$ cat src/rtl/pipe_ctrl_pkg.sv
// Shared encodings for the pipeline hazard controller: result source, forward selects,
// controller states and the register-hit helper used by load-use and forwarding checks.
package pipe_ctrl_pkg;

  localparam logic [1:0] RES_MEM  = 2'b01;

  localparam logic [1:0] FWD_NONE = 2'b00;
  localparam logic [1:0] FWD_WB   = 2'b01;
  localparam logic [1:0] FWD_MEM  = 2'b10;

  typedef enum logic [1:0] {
    ST_INIT    = 2'b00,
    ST_RUN     = 2'b01,
    ST_MEMWAIT = 2'b10,
    ST_ERR     = 2'b11
  } state_e;

  // A writer only matches when it writes a real register; x0 never counts as a producer.
  function automatic logic rd_hit(input logic we, input logic [4:0] rd, input logic [4:0] rs);
    return we & (rd != 5'd0) & (rd == rs);
  endfunction

endpackage

$ cat src/rtl/fwd_select.sv
// EX-stage operand forward select: the younger MEM-stage producer wins over WB.
module fwd_select
  import pipe_ctrl_pkg::*;
(
  input  logic [4:0] rs_i,
  input  logic       wr_mem_i,
  input  logic [4:0] wa_mem_i,
  input  logic       wr_wb_i,
  input  logic [4:0] wa_wb_i,
  output logic [1:0] fwd_o
);

  always_comb begin
    fwd_o = FWD_NONE;
    if (rd_hit(wr_mem_i, wa_mem_i, rs_i)) begin
      fwd_o = FWD_MEM;
    end else if (rd_hit(wr_wb_i, wa_wb_i, rs_i)) begin
      fwd_o = FWD_WB;
    end else begin
      fwd_o = FWD_NONE;
    end
  end

endmodule

$ cat src/rtl/hazard_ctrl.sv
// 5-stage pipeline hazard controller: stall/flush/freeze sequencing, memory-wait FSM with
// timeout error, and EX forwarding. Define HAZARD_PERF_CNT_EN to build the perf counters.
module hazard_ctrl
  import pipe_ctrl_pkg::*;
#(
  parameter int MEM_TIMEOUT = 16,
  parameter int PERF_W      = 32
) (
  input  logic              clk,
  input  logic              rst_n,
  input  logic [4:0]        readAddress1_ID,
  input  logic [4:0]        readAddress2_ID,
  input  logic [4:0]        readAddress1_EX,
  input  logic [4:0]        readAddress2_EX,
  input  logic [4:0]        writeAddress_EX,
  input  logic              regWrite_EX,
  input  logic [1:0]        resultSrc_EX,
  input  logic [4:0]        writeAddress_MEM,
  input  logic              regWrite_MEM,
  input  logic              memReq_MEM,
  input  logic [4:0]        writeAddress_WB,
  input  logic              regWrite_WB,
  input  logic              PCSrc_EX,
  input  logic              memReady,
  output logic              stall_IF,
  output logic              stall_ID,
  output logic              flush_ID,
  output logic              flush_EX,
  output logic              freeze,
  output logic [1:0]        forwardA_EX,
  output logic [1:0]        forwardB_EX,
  output logic              memErr,
  output logic [PERF_W-1:0] stallCycles,
  output logic [PERF_W-1:0] flushCycles
);

  localparam int              CNT_W     = $clog2(MEM_TIMEOUT + 2);
  localparam logic [CNT_W-1:0] TIMEOUT_C = CNT_W'(MEM_TIMEOUT);
  localparam logic [CNT_W-1:0] CNT_MAX   = {CNT_W{1'b1}};

  state_e           state_q, state_d;
  logic [CNT_W-1:0] wait_cnt_q, wait_cnt_d;
  logic             hold_s;
  logic             load_use_s;
  logic             load_ex_s;

  assign load_ex_s  = regWrite_EX & (resultSrc_EX == RES_MEM);
  assign load_use_s = rd_hit(load_ex_s, writeAddress_EX, readAddress1_ID)
                    | rd_hit(load_ex_s, writeAddress_EX, readAddress2_ID);

  // Once in MEMWAIT the access is already committed, so only memReady matters.
  assign hold_s = ((state_q == ST_RUN) & memReq_MEM & ~memReady)
                | ((state_q == ST_MEMWAIT) & ~memReady);

  always_comb begin
    stall_IF = 1'b0;
    stall_ID = 1'b0;
    flush_ID = 1'b0;
    flush_EX = 1'b0;
    freeze   = 1'b0;
    memErr   = 1'b0;
    case (state_q)
      ST_INIT: begin
        stall_IF = 1'b1;
        stall_ID = 1'b1;
        flush_ID = 1'b1;
        flush_EX = 1'b1;
      end
      ST_RUN, ST_MEMWAIT: begin
        if (hold_s) begin
          stall_IF = 1'b1;
          stall_ID = 1'b1;
          freeze   = 1'b1;
        end else if (PCSrc_EX) begin
          flush_ID = 1'b1;
          flush_EX = 1'b1;
        end else if (load_use_s) begin
          stall_IF = 1'b1;
          stall_ID = 1'b1;
          flush_EX = 1'b1;
        end else begin
          stall_IF = 1'b0;
        end
      end
      ST_ERR: begin
        stall_IF = 1'b1;
        stall_ID = 1'b1;
        freeze   = 1'b1;
        memErr   = 1'b1;
      end
      default: begin
        stall_IF = 1'b1;
        stall_ID = 1'b1;
        flush_ID = 1'b1;
        flush_EX = 1'b1;
      end
    endcase
  end

  always_comb begin
    state_d    = state_q;
    wait_cnt_d = wait_cnt_q;
    case (state_q)
      ST_INIT: begin
        state_d    = ST_RUN;
        wait_cnt_d = '0;
      end
      ST_RUN: begin
        if (hold_s) begin
          state_d    = ST_MEMWAIT;
          wait_cnt_d = CNT_W'(1);
        end else begin
          wait_cnt_d = '0;
        end
      end
      ST_MEMWAIT: begin
        if (memReady) begin
          state_d    = ST_RUN;
          wait_cnt_d = '0;
        end else if ((MEM_TIMEOUT > 0) && (wait_cnt_q == TIMEOUT_C)) begin
          state_d    = ST_ERR;
        end else if (wait_cnt_q != CNT_MAX) begin
          wait_cnt_d = wait_cnt_q + CNT_W'(1);
        end else begin
          wait_cnt_d = wait_cnt_q;
        end
      end
      ST_ERR: begin
        state_d = ST_ERR;
      end
      default: begin
        state_d    = ST_INIT;
        wait_cnt_d = '0;
      end
    endcase
  end

  always_ff @(posedge clk or negedge rst_n) begin
    if (!rst_n) begin
      state_q    <= ST_INIT;
      wait_cnt_q <= '0;
    end else begin
      state_q    <= state_d;
      wait_cnt_q <= wait_cnt_d;
    end
  end

  fwd_select u_fwd_a (
    .rs_i     (readAddress1_EX),
    .wr_mem_i (regWrite_MEM),
    .wa_mem_i (writeAddress_MEM),
    .wr_wb_i  (regWrite_WB),
    .wa_wb_i  (writeAddress_WB),
    .fwd_o    (forwardA_EX)
  );

  fwd_select u_fwd_b (
    .rs_i     (readAddress2_EX),
    .wr_mem_i (regWrite_MEM),
    .wa_mem_i (writeAddress_MEM),
    .wr_wb_i  (regWrite_WB),
    .wa_wb_i  (writeAddress_WB),
    .fwd_o    (forwardB_EX)
  );

`ifdef HAZARD_PERF_CNT_EN
  logic [PERF_W-1:0] stall_cnt_q;
  logic [PERF_W-1:0] flush_cnt_q;
  logic              count_en_s;

  assign count_en_s = (state_q != ST_INIT);

  // Saturating counters; the reset-time INIT bubble is not a hazard and is not counted.
  always_ff @(posedge clk or negedge rst_n) begin
    if (!rst_n) begin
      stall_cnt_q <= '0;
      flush_cnt_q <= '0;
    end else begin
      if (count_en_s && stall_ID && (stall_cnt_q != {PERF_W{1'b1}})) begin
        stall_cnt_q <= stall_cnt_q + PERF_W'(1);
      end
      if (count_en_s && flush_EX && (flush_cnt_q != {PERF_W{1'b1}})) begin
        flush_cnt_q <= flush_cnt_q + PERF_W'(1);
      end
    end
  end

  assign stallCycles = stall_cnt_q;
  assign flushCycles = flush_cnt_q;
`else
  assign stallCycles = '0;
  assign flushCycles = '0;
`endif

endmodule

$ cat config.mk
export PLATFORM = sky130hd
export DESIGN_NAME = hazard_ctrl
export DESIGN_NICKNAME = d
export VERILOG_FILES = /design/src/rtl/pipe_ctrl_pkg.sv /design/src/rtl/fwd_select.sv /design/src/rtl/hazard_ctrl.sv
export SDC_FILE = /design/constraint.sdc
export NUM_CORES = 1
export LEC_CHECK = 0
export CORE_MARGIN = 5
export CORE_UTILIZATION = 35
export CTS_CLUSTER_SIZE = 25
export DETAILED_ROUTE_END_ITERATION = 10
export DONT_BUFFER_PORTS = 1
export PLACE_DENSITY = 0.59
export REMOVE_ABC_BUFFERS = 1
export SYNTH_ARGS = -nofsm -noshare
export SYNTH_HDL_FRONTEND = slang
export SYNTH_SLANG_ARGS = --single-unit
export TNS_END_PERCENT = 100
$ cat constraint.sdc
create_clock -name clk -period 4.4 [get_ports clk]
set_input_delay 0.88 -clock clk [delete_from_list [all_inputs] [get_ports clk]]
set_output_delay 0.88 -clock clk [all_outputs]
set_load 0.01 [all_outputs]
* After elaboration in Yosys (flattened, before gate mapping) *
Cells that the tools add are included.

cells by class
  bitwise gates (word level) = 16
  add/sub/neg operators = 1
  multiplexer cells = 26
  equality and inequality tests = 16
  reductions and logical operators = 9

operator list
  kind                 count
  $eq 5x5->1           6
  $mux 5               3
  $pmux 5 s3           1
  $reduce_bool 5->1    3
  $and 1x1->1          13
  $mux 1               12
  $mux 2               5
  $pmux 1 s2           4
  $pmux 2 s4           1
  $ne 3x2->1 const B   2
  $add 5x1->5 const B  1
  $eq 5x5->1 const B   1
  $ne 5x5->1 const B   1
  $eq 2x1->1 const B   2
  $eq 2x2->1 const B   2
  $reduce_or 2->1      2
  $ne 3x3->1 const B   1
  $reduce_and 3->1     1
  $reduce_bool 3->1    1
  $logic_not 2->1      1
  $ne 2x2->1 const B   1
  $or 1x1->1           2
  $reduce_and 2->1     1
  $not 1->1            1

word-level totals
  logic and storage cells = 70
  output and inout port bits = 74
  register bits after elaboration = 7
  bits of input ports = 45

* Logic depth before layout (Yosys ltp) *
  depth after elaboration = 9
  depth in mapped cells = 6
  gate-level depth less buffers = 6

* By module *
Synthesis repeated with hierarchy kept, for this count alone.

second synthesis, totals
  cells, all modules = 183
  area total of the unflattened synthesis = 1478.9 um2

by module, submodules not included
  module       cells each  sequential area each (um2)  area an instance (um2)  instances
  hazard_ctrl  143         175.2                       1176.1                  1
  fwd_select   20          0.0                         151.4                   2

* Worst setup path before layout *
Ideal clock, no wire load.

  path kind = input-to-output
  start point = input port writeAddress_EX[2]
  end point = output port stall_IF
  setup slack = 1.351 ns
  arrival time = 2.169 ns
  cell stages on the path = 5
  buffers on the path = 1
  required time = 3.520 ns
  path through = xor2_1 nor3_1 a22oi_1 o311ai_0 buf_4

between the ends
  longest elaborated chain between the ends = 8
  elaborated cells on any way between the ends = 11
  those cells by class = eq/ne (2); mux (4); bitwise (4); reduce/logical (1)

RTL lines
  item                      RTL line             text
  start: declaration        hazard_ctrl.sv:15    input logic [4:0] writeAddress_EX,
  $reduce_bool 5->1         pipe_ctrl_pkg.sv:20  return we & (rd != 5'd0) & (rd == rs);
  $and 1x1->1 (2 in a row)  pipe_ctrl_pkg.sv:20
  $or 1x1->1 *              hazard_ctrl.sv:49    | rd_hit(load_ex_s, writeAddress_EX, readAddress2_ID);
  $mux 1 * (3 in a row)     -
  $pmux 1 s2 *              -
  end: declaration          hazard_ctrl.sv:25    output logic stall_IF,

Every way passes the cells marked *; elsewhere a longest branch is shown, timed or not.

* Worst setup path after layout *
  start point = input port writeAddress_MEM[1]
  end point = output port forwardB_EX[0]

between the ends
  longest elaborated chain between the ends = 4
  elaborated cells on any way between the ends = 5
  those cells by class = eq/ne (1); mux (1); bitwise (2); reduce/logical (1)

RTL lines
  item                RTL line             text
  start: declaration  hazard_ctrl.sv:18    input logic [4:0] writeAddress_MEM,
  $reduce_bool 5->1   pipe_ctrl_pkg.sv:20
  $and 1x1->1         pipe_ctrl_pkg.sv:20
  $and 1x1->1 *       pipe_ctrl_pkg.sv:20
  $mux 2 *            fwd_select.sv:15     if (rd_hit(wr_mem_i, wa_mem_i, rs_i)) begin
  end: declaration    hazard_ctrl.sv:31    output logic [1:0] forwardB_EX,

Marks and branches as above.

==> reports/results.ini <==
[drt]
drtPass1Iterations = 4
routed_wl_mm = 2.81
drt-initial-drc-count = 14
via_count = 982
antenna_left = 0
vias_per_cell = 4.25
wl_per_cell_um = 12.2
drcViolationCount = 0

[power]
power_density_nw_per_um2 = 160
swShare_pct = 31.1
leakage_nw = 0.655
p_int_mw = 0.144
clkPwrFrac_pct = 43.7
comb_power_share_pct = 25.4
seqPwrFrac_pct = 30.9
netSwitchingPower_mw = 0.0652
power.total_mw = 0.209
ir_drop_mv = 0.133

[placement]
port_buffers = 0
dpl.hpwl_mm = 2.44
routabilityCongestion = 0.765

[layout]
diodes = 0
regArea_um2 = 175
fin_nets = 235
drive_gt1_share_pct = 5.52
fillers = 433
utilization_pct = 32.7
multiInputGateArea_um2 = 987
synthToLayoutAreaGrowth_pct = -9.45

[timing]
setup_violations = 0
clock.fmax_mhz = 335
fin_crit_sh_pct = 67.8
finalHoldViolCount = 0
rsz0062_at_grt = no
setup_tns_ps = 0
clock_skew_ps = 1.78
period_minus_slack_ps = 2980
maxSlewHeadroom_pct = 48.2
fin_hold_ws_ps = 346
slew_viol_final = 0
worst_pin_slew_ps = 769

[logic_synthesis]
syn_inst = 178
syn_area_per_cell_um2 = 8.11
synth_compound_area_share_pct = 9.19
ys_seq_area_share_pct = 12.1
synth_cell_types = 35
synth-adder-area-share_pct = 6.93
yosysWarningCount = 0
synth_mux_area_share_pct = 2.17
syn_area_um2 = 1440
ys_ff_latch = 7
synth-simple-area-share_pct = 15.3
synth_top_family_by_area = buffers and inverters
synth_xor_area_share_pct = 18.2

[clock_network]
clkSlewWorstSetupHoldPaths_ps = 40
cts_resized = 0
numClockSinks = 7
clock_latency_ps = 230
cts_root_buf = clkbuf_8
cts_tree = built
clockBufferDepth = 2
cts_htree_levels = 1
post_cts_buffers = 0
cts_hold_buf = 0
numCtsBuffers = 3

[worst_setup_path]
crit_path_max_fanout = 3
crit_required_ps = 3520
r2r-end = wait_cnt_q[4]
slowest_delay_ps = 530
critPathKind = in2out
crit_family = simple AND/OR/NAND/NOR gates
worstSetupEndpointType = output pin
path_cells = or4_1, o21ai_2, nor4_1, nor4_2
r2r_start = state_q[0]
rrSetupSlack_ps = 2380
crit_path_end = forwardB_EX[0]
critical_path.startpoint_type = input pin
crit_arrival_ps = 2100
cp_num_buf_inv = 0
path_depth = 4
worstRegToRegCells = 6
cpMaxStageDelayCell = or4_1
crit_start = writeAddress_MEM[1]

[die]
std_cell_rows = 23
die_h_um = 74.2
die_x_um = 74.2
die-area_um2 = 5510
boundaryPins = 119
core-area_um2 = 4000
start_util_pct = 36.1

[grt]
grt_usage_pct = 8.44
grt_overflow = 0
grt_pass1_wl_mm = 3.77
grt_max_degree = 9
grt_pass1_vias = 904
antenna_found_initial = 0

[job]
maxCapViolCount = 0

[worst_hold_path]
hold_class = in2async

[run_status]
status = completed

==> metal layers <==
layer / wire, µm / up-vias / global-route usage (%) / share of wire (%)
li1: - / 475 / - / -
met1: 932 / 432 / 9.48 / 33
met2: 1330 / 71 / 15.3 / 47
met3: 529 / 4 / 2.57 / 19
met4: 20 / 0 / 2.57 / 0.71
met5: 0 / - / 0 / 0
==> state kept, by name, indices dropped and copies added, names as in the netlist <==
| name | count |
|---|---|
| state_q | 2 |
| wait_cnt_q | 5 |
==> Yosys cell counts, drive strengths merged <==
cell type	n	area [µm²]
and4bb	1	12.5
conb	1	3.75
xor2	24	210
nor2	8	30.0
mux2	1	11.3
a21oi	3	15.0
nor4	4	37.5
o22ai	2	12.5
a32oi	1	8.76
mux2i	2	20.0
nor2b	1	6.26
o311ai	1	8.76
a22oi	2	15.0
o2111ai	1	8.76
nand2b	1	6.26
dfrtp	7	175
and3	2	12.5
xnor2	6	52.6
nand2	3	11.3
or2	1	6.26
buf	65	488
o2bb2ai	1	8.76
nand3	4	20.0
a31oi	1	6.26
ha	8	100
or4b	1	10.0
o211ai	2	15.0
inv	8	30.0
or4	5	37.5
o21ai	6	33.8
nand3b	2	15.0
nor3	3	15.0
==> area by class of cell <==
| class | instances | area share (%) |
|---|---|---|
| clock buffers | 4 | 3.44 |
| repair buffers | 1 | 0.574 |
| well taps | 50 | 4.78 |
| multi-input cells | 161 | 75.5 |
| flip-flops and latches | 7 | 13.4 |
| inverters | 8 | 2.30 |
==> placed cells by master (no fill, tap or decap), types with 2 or more instances in the layout <==
| master | n |
|---|---|
| ha_1 | 8 |
| o211ai_1 | 2 |
| a21oi_1 | 3 |
| or4_1 | 5 |
| conb_1 | 64 |
| nor3_1 | 3 |
| inv_1 | 8 |
| mux2i_1 | 2 |
| o21ai_0 | 4 |
| nand3_1 | 4 |
| nor2_1 | 8 |
| and3_1 | 2 |
| a22oi_1 | 2 |
| dfrtp_1 | 7 |
| xor2_1 | 24 |
| nor4_1 | 2 |
| nand2_1 | 3 |
| xnor2_1 | 6 |
| nand3b_1 | 2 |
| clkbuf_8 | 3 |
| nor4_2 | 2 |
| o22ai_1 | 2 |
==> stage by stage <==
step                      cells  cell area [µm²]  worst slack (ps)
after floorplan             176             1190              1340
final                       231             1310              1420
after global routing        231             1310              1350
after CTS                   231             1310              1400
after detailed placement    227             1260              1390
after global placement      227             1260              1400
==> power by group through the flow <==
stage / Sequential, mW / Clock [mW] / Combinational (mW)
2_1_floorplan: 0.0656 / 0 / 0.0487
3_3_place_gp: 0.0656 / 0 / 0.0512
3_5_place_dp: 0.0656 / 0 / 0.0513
4_1_cts: 0.0647 / 0.0937 / 0.0516
5_1_grt: 0.0646 / 0.0971 / 0.0597
6_report: 0.0647 / 0.0914 / 0.0532
==> cells by family (layout without fill, tap and decap cells) <==
family | count (synthesis) | in the layout
AO/OA/AOI/OAI | 20 | 20
XOR/XNOR | 30 | 30
other | 1 | 64
buffers and inverters | 73 | 13
multiplexers | 3 | 3
flip-flops | 7 | 7
AND/OR/NAND/NOR | 36 | 36
adder cells (fa/ha/maj) | 8 | 8
==> how the worst min path moves through the flow <==
| stage | startpoint | end | slack (ps) |
|---|---|---|---|
| 5_1_grt | rst_n | state_q[0] | 340 |
| 2_1_floorplan | wait_cnt_q[2] | wait_cnt_q[2] | 500 |
| 6_report | rst_n | state_q[0] | 350 |
| 3_5_place_dp | wait_cnt_q[2] | wait_cnt_q[2] | 540 |
| 3_3_place_gp | wait_cnt_q[4] | wait_cnt_q[4] | 520 |
| 4_1_cts | rst_n | wait_cnt_q[0] | 340 |
==> worst register-to-register path: cells and delay by family, from the launching register on <==
family | cells | cell delay, ps
mux | 1 | 360
simple gates | 2 | 590
fa+ha+maj | 1 | 190
flops | 1 | 440
compound gates | 1 | 200
buf+inv | 1 | 110
Note: power is estimated with default switching activity, not from simulation.
